==> src/rtl/udp_tx_sched.sv <==
// Two-client round-robin scheduler that hands a shared UDP TX buffer to the engine and muxes reads.
// Define UDP_TX_SCHED_TIMEOUT_EN to build the transfer timeout (err0/err1); otherwise err is tied 0.
module udp_tx_sched #(
  parameter int unsigned AWIDTH      = 6,
  parameter int unsigned TIMEOUT_CYC = 250000000
) (
  input  logic              clk,
  input  logic              rst_n,
  input  logic              req0,
  input  logic              req1,
  output logic              ack0,
  output logic              ack1,
  output logic              err0,
  output logic              err1,
  output logic              busy,
  output logic              sel,
  input  logic              txbuf_cpu_grant,
  output logic              txbuf_cpu_rel,
  input  logic [AWIDTH-1:0] txbuf_addr,
  input  logic              txbuf_ce,
  output logic [31:0]       txbuf_rdata,
  output logic [AWIDTH-1:0] cli0_addr,
  output logic [AWIDTH-1:0] cli1_addr,
  output logic              cli0_ce,
  output logic              cli1_ce,
  input  logic [31:0]       cli0_rdata,
  input  logic [31:0]       cli1_rdata
);

  typedef enum logic [1:0] {StIdle, StRel, StXmit, StDone} state_e;

  state_e     state_q, state_d;
  logic       sel_q, sel_d;
  logic       busy_q, busy_d;
  logic       rel_q, rel_d;
  logic       seen_low_q, seen_low_d;
  logic       last_q, last_d;
  logic [1:0] ack_q, ack_d;
  logic       winner;

`ifdef UDP_TX_SCHED_TIMEOUT_EN
  localparam int unsigned CntW = $clog2(TIMEOUT_CYC + 1);
  logic [CntW-1:0] cnt_q, cnt_d;
  logic [1:0]      err_q, err_d;
`else
  logic unused_timeout;
  assign unused_timeout = ^TIMEOUT_CYC;
`endif

  // On a tie the client not served last wins.
  assign winner = req1 & (~req0 | ~last_q);

  always_comb begin
    state_d    = state_q;
    sel_d      = sel_q;
    busy_d     = busy_q;
    rel_d      = 1'b0;
    seen_low_d = seen_low_q;
    last_d     = last_q;
    ack_d      = 2'b00;
`ifdef UDP_TX_SCHED_TIMEOUT_EN
    cnt_d      = cnt_q;
    err_d      = 2'b00;
`endif
    unique case (state_q)
      StIdle: begin
        if (txbuf_cpu_grant && (req0 || req1)) begin
          state_d = StRel;
          sel_d   = winner;
          busy_d  = 1'b1;
          rel_d   = 1'b1;
        end
      end
      StRel: begin
        state_d = StXmit;
`ifdef UDP_TX_SCHED_TIMEOUT_EN
        cnt_d   = '0;
`endif
      end
      StXmit: begin
        if (!txbuf_cpu_grant) seen_low_d = 1'b1;
`ifdef UDP_TX_SCHED_TIMEOUT_EN
        cnt_d = cnt_q + 1'b1;
`endif
        // Completion needs a full grant round trip: low first, then high again.
        if (txbuf_cpu_grant && seen_low_q) begin
          state_d = StDone;
          ack_d   = sel_q ? 2'b10 : 2'b01;
        end
`ifdef UDP_TX_SCHED_TIMEOUT_EN
        else if (cnt_d == CntW'(TIMEOUT_CYC - 1)) begin
          state_d = StDone;
          ack_d   = sel_q ? 2'b10 : 2'b01;
          err_d   = sel_q ? 2'b10 : 2'b01;
        end
`endif
      end
      StDone: begin
        state_d    = StIdle;
        busy_d     = 1'b0;
        last_d     = sel_q;
        seen_low_d = 1'b0;
      end
      default: state_d = StIdle;
    endcase
  end

  always_ff @(posedge clk or negedge rst_n) begin
    if (!rst_n) begin
      state_q    <= StIdle;
      sel_q      <= 1'b0;
      busy_q     <= 1'b0;
      rel_q      <= 1'b0;
      seen_low_q <= 1'b0;
      last_q     <= 1'b1;
      ack_q      <= 2'b00;
`ifdef UDP_TX_SCHED_TIMEOUT_EN
      cnt_q      <= '0;
      err_q      <= 2'b00;
`endif
    end else begin
      state_q    <= state_d;
      sel_q      <= sel_d;
      busy_q     <= busy_d;
      rel_q      <= rel_d;
      seen_low_q <= seen_low_d;
      last_q     <= last_d;
      ack_q      <= ack_d;
`ifdef UDP_TX_SCHED_TIMEOUT_EN
      cnt_q      <= cnt_d;
      err_q      <= err_d;
`endif
    end
  end

  assign ack0          = ack_q[0];
  assign ack1          = ack_q[1];
`ifdef UDP_TX_SCHED_TIMEOUT_EN
  assign err0          = err_q[0];
  assign err1          = err_q[1];
`else
  assign err0          = 1'b0;
  assign err1          = 1'b0;
`endif
  assign busy          = busy_q;
  assign sel           = sel_q;
  assign txbuf_cpu_rel = rel_q;

  assign cli0_addr   = txbuf_addr;
  assign cli1_addr   = txbuf_addr;
  assign cli0_ce     = txbuf_ce & busy_q & ~sel_q;
  assign cli1_ce     = txbuf_ce & busy_q & sel_q;
  assign txbuf_rdata = !busy_q ? 32'h0 : (sel_q ? cli1_rdata : cli0_rdata);

endmodule

==> config.mk <==
export PLATFORM = sky130hd
export DESIGN_NAME = udp_tx_sched
export DESIGN_NICKNAME = d
export VERILOG_FILES = /design/src/rtl/udp_tx_sched.sv
export SDC_FILE = /design/constraint.sdc
export NUM_CORES = 1
export LEC_CHECK = 0
export CELL_PAD_IN_SITES_DETAIL_PLACEMENT = 0
export CELL_PAD_IN_SITES_GLOBAL_PLACEMENT = 1
export CORE_UTILIZATION = 43
export DETAILED_ROUTE_END_ITERATION = 8
export DONT_BUFFER_PORTS = 1
export PLACE_DENSITY_LB_ADDON = 0.1
export SETUP_SLACK_MARGIN = 0.05
export SYNTH_ARGS = -nofsm -noshare
export SYNTH_HDL_FRONTEND = slang
export SYNTH_SLANG_ARGS = --single-unit
==> constraint.sdc <==
create_clock -name clk -period 1.9 [get_ports clk]
set_input_delay 0.38 -clock clk [delete_from_list [all_inputs] [get_ports clk]]
set_output_delay 0.38 -clock clk [all_outputs]
set_load 0.01 [all_outputs]
* Yosys cells after proc, flatten, opt, wreduce, memory -nomap -nowiden
Cells that the tools add are included.
Storage, ports and cells: memories kept 0, RAM bits 0, bits of input ports 76, latch bits 0, output and inout port bits 53, bits in read-only memories 0, register bits 9
Operators by class: multipliers 0, shift-type cells 0, add/subtract/negate cells 0, mux-type cells 14, reduce and logical (&&, ||, !) cells 10, divide/modulo/power cells 0, bitwise gates (word level) 8, equal/unequal tests 6, order comparisons 0
Operator list (count):
- 2-to-1 mux 32 bit | 2
- 2-to-1 mux 2 bit | 5
- case mux 2 bit (4 select lines) | 1
- AND reduction 2 bit | 4
- inequality test 2 bit, second input constant | 3
- AND 1 bit | 4
- equality test 2 bit, second input constant | 2
- 2-to-1 mux 1 bit | 4
- case mux 1 bit (2 select lines) | 2
- nonzero test 2 bit | 2
- NOT 1 bit | 3
- equality test 2 x 1 -> 1 bit, second input constant | 1
- logical AND 1 bit | 2
- logical NOT 2 bit | 1
- logical OR 1 bit | 1
- bitwise OR 1 bit | 1

* Longest topological paths before layout
word-level depth 4, mapped depth 5, depth with buffers taken out 5

* Worst setup path after synthesis
No wires, ideal clock.
kind register to output, start register sel_q, in the netlist sel, end output txbuf_rdata[10], stages on the path, launching flop included 5, arrival time 1.039 ns, path buffers 2, required time 1.520 ns, path slack 0.481 ns, cells stage by stage dfrtp_1 buf_4 buf_6 mux2i_1 nor2b_1
Between the ends: cells in the longest elaborated chain, start to end 2
RTL lines:
- start, declared | RTL line 33 | logic sel_q, sel_d;
- start signal, assigned | RTL line 123 | sel_q <= sel_d;
- 2-to-1 mux 32 bit (2 in series) | RTL line 153 | assign txbuf_rdata = !busy_q ? 32'h0 : (sel_q ? cli1_rdata : cli0_rdata);
- end, declared | RTL line 21 | output logic [31:0] txbuf_rdata,
No other way between the ends.

* Final worst setup path
start register sel_q, in the netlist sel, end output txbuf_rdata[8]
The elaborated chain is that of the path after synthesis.

==> flow_summary.yaml <==
finish:
  layout_common_cells: "mux2i_1 (32), nor2b_1 (32), dfrtp_1 (7), inv_1 (5), nor2_1 (5)"
  fin_cells: 143
  final_util: 0.4317
  drive_gt1_frac: 0.1150
  multi_input_area_um2: 709.4
  regArea_um2: 227.7
  syn_to_final_growth_pct: -4.401
  nFillCells: 245
  num_antenna_cells: 0
  nNetsFinal: 194
route:
  wire_per_inst_um: 14.70
  antenna_left: 0
  totalWireLength_mm: 2.102
  drtPass1Iterations: 6
  drc: 0
  vias: 791
  dr.first_iter.drc_count: 14
  vias_per_cell: 5.531
timing:
  rsz0062_at_grt: "no"
  setup_viol: 0
  skew_ps: 1.354
  final_hold_viol_count: 0
  tns_ps: 0
  period_minus_slack_ps: 1673
  setup_slack_ps: 227.0
  fmax_ghz: 0.5977
  period_share: 0.8805
  report.final.slew_viol_count: 0
grt:
  grt_max_degree: 28
  overflow: 0
  grt_pass1_vias: 631
  grt_pass1_wl_mm: 2.704
  track_usage: 0.1286
  antenna_found_initial: 0
floorplan:
  row_count: 18
  pin_count: 129
  core_region_area_um2: 2455
  die_h_um: 52.78
  die_w_um: 52.78
  initial_core_util: 0.4516
  die_area_um2: 2785
cts:
  clk_latency_ps: 250
  root_buffer: "clkbuf_4"
  cts_tree: "built"
  htreeDepth: 1
  clock_sinks: 9
  cts_buffers: 3
  cts.clk_slew.worst_paths_ps: 60
  clockBufferDepth: 2
  post_cts_buffers: 0
power:
  switching_power_uw: 748.9
  power_frac_comb: 0.697
  ir_worst_vdd_v: 0.0007574
  sequentialPowerShare: 0.213
  p_int_uw: 870.1
  p_per_area_nw_per_um2: 1528
  clkPwrFrac: 0.090
  p_sw_frac: 0.4626
  leakagePower_nw: 0.4862
yosys:
  synth_top_area_cell: "mux2i_1"
  yosysUniqueCellTypes: 24
  synthTopCellsByArea: "mux2i_1 (29%), dfrtp_1 (18%), nor2b_1 (18%)"
  seq_area_frac_synth: 0.2043
  synth_cells: 124
  synthesis.area_um2: 1109
  synth-seq-cells: 9
  yosys_warnings: 0
  synth_top_area_frac: 0.2889
  syn_area_per_cell_um2: 8.940
setup_path:
  cp_data_arrival_time_ps: 1290
  critPathMaxFanout: 21
  required_ps: 1520
  start_kind: "flop"
  worstSetupPathType: "reg2out"
  endpoint_kind: "output pin"
worst_hold_path:
  hp-class: "in2reg"
place:
  gp_congestion: 0.7044
  pre_cts_ws_ps: 491.9
  numPortBuffers: 0
  hpwl_mm: 1.703
  place_inst: 138
flow_run:
  cap_violations: 0
status:
  run_status: "finished clean"
Yosys cell counts (all sizes together):
master,instances
mux2,2
o32a,1
o21ai,3
nor2,5
nand3,1
dfrtp,8
a22o,1
dfstp,1
nand2,3
a22oi,1
conb,1
clkbuf,3
inv,5
ha,4
o22a,1
and2,1
nand4,1
mux2i,32
nor2b,32
buf,18
registers in the layout (all words and copies together), names as in the netlist:
name           flops
ack_q              2
sel                1
txbuf_cpu_rel      1
last_q             1
busy               1
state_q            2
seen_low_q         1
cells by family after synthesis:
group | Yosys count | share of synthesized area
compound gates | 7 | 0.05304
mux | 34 | 0.3093
fa+ha+maj | 4 | 0.04515
other cells | 1 | 0.003383
simple gates | 43 | 0.2257
buf+inv | 26 | 0.1591
flops | 9 | 0.2043
worst max-delay path, stage by stage, from the launching register on:
cell	delay, ps
dfrtp_2	350
buf_4	310
mux2i_1	130
nor2b_1	240
layout make-up:
class / instances / area share
Clock buffer: 4 / 0.02479
Inverter: 5 / 0.01771
Multi-Input combinational cell: 90 / 0.6694
Sequential cell: 9 / 0.2149
Tap cell: 30 / 0.03542
Timing Repair Buffer: 5 / 0.03778
power groups by stage:
| stage | registers (mW) | logic, mW | clock network [mW] |
|---|---|---|---|
| floorplan | 0.341 | 1.07 | 0 |
| global placement | 0.346 | 1.12 | 0 |
| detailed placement | 0.349 | 1.14 | 0 |
| CTS | 0.346 | 1.14 | 0.149 |
| global route | 0.359 | 1.25 | 0.158 |
| finish | 0.344 | 1.13 | 0.146 |
per-stage QoR:
step	hold slack (ps)	power, mW	cell area (um2)
5_1_grt	290.0	1.767	1060
2_1_floorplan	84.41	1.408	1112
6_report	290.7	1.619	1060
3_5_place_dp	84.68	1.485	1023
3_3_place_gp	84.67	1.467	1023
4_1_cts	287.6	1.636	1060
timing repair:
item                      CTS  global route
gates resized for setup     0             0
hold endpoints to repair    9             0
hold buffers                1             0
routing by layer:
metal | up-vias | track usage | part of all wire
met5 | - | 0 | 0
met4 | 0 | 0.05263 | 0.015
met3 | 6 | 0.03768 | 0.089
met2 | 50 | 0.2257 | 0.51
met1 | 359 | 0.1426 | 0.38
li1 | 376 | - | -
path summary, 6_finish.rpt:
| kind | start | end | slack [ps] | cells after the start |
|---|---|---|---|---|
| setup / recovery | sel$_DFFE_PN0P_ | txbuf_rdata[8] | 230 | 3 |
| hold / removal | txbuf_cpu_grant | ack_q[1]$_DFF_PN0_ | 290 | 2 |
| setup reg to reg | state_q[0]$_DFFE_PN0P_ | state_q[1]$_DFFE_PN0P_ | 530 | 4 |
| hold reg to reg | seen_low_q$_DFFE_PN0P_ | seen_low_q$_DFFE_PN0P_ | 540 | 1 |
| max in group asynchronous | rst_n | last_q$_DFFE_PN1P_ | 1100 | 1 |
| min in group asynchronous | rst_n | ack_q[1]$_DFF_PN0_ | 480 | 1 |
Power figures use the tool's default switching activity.
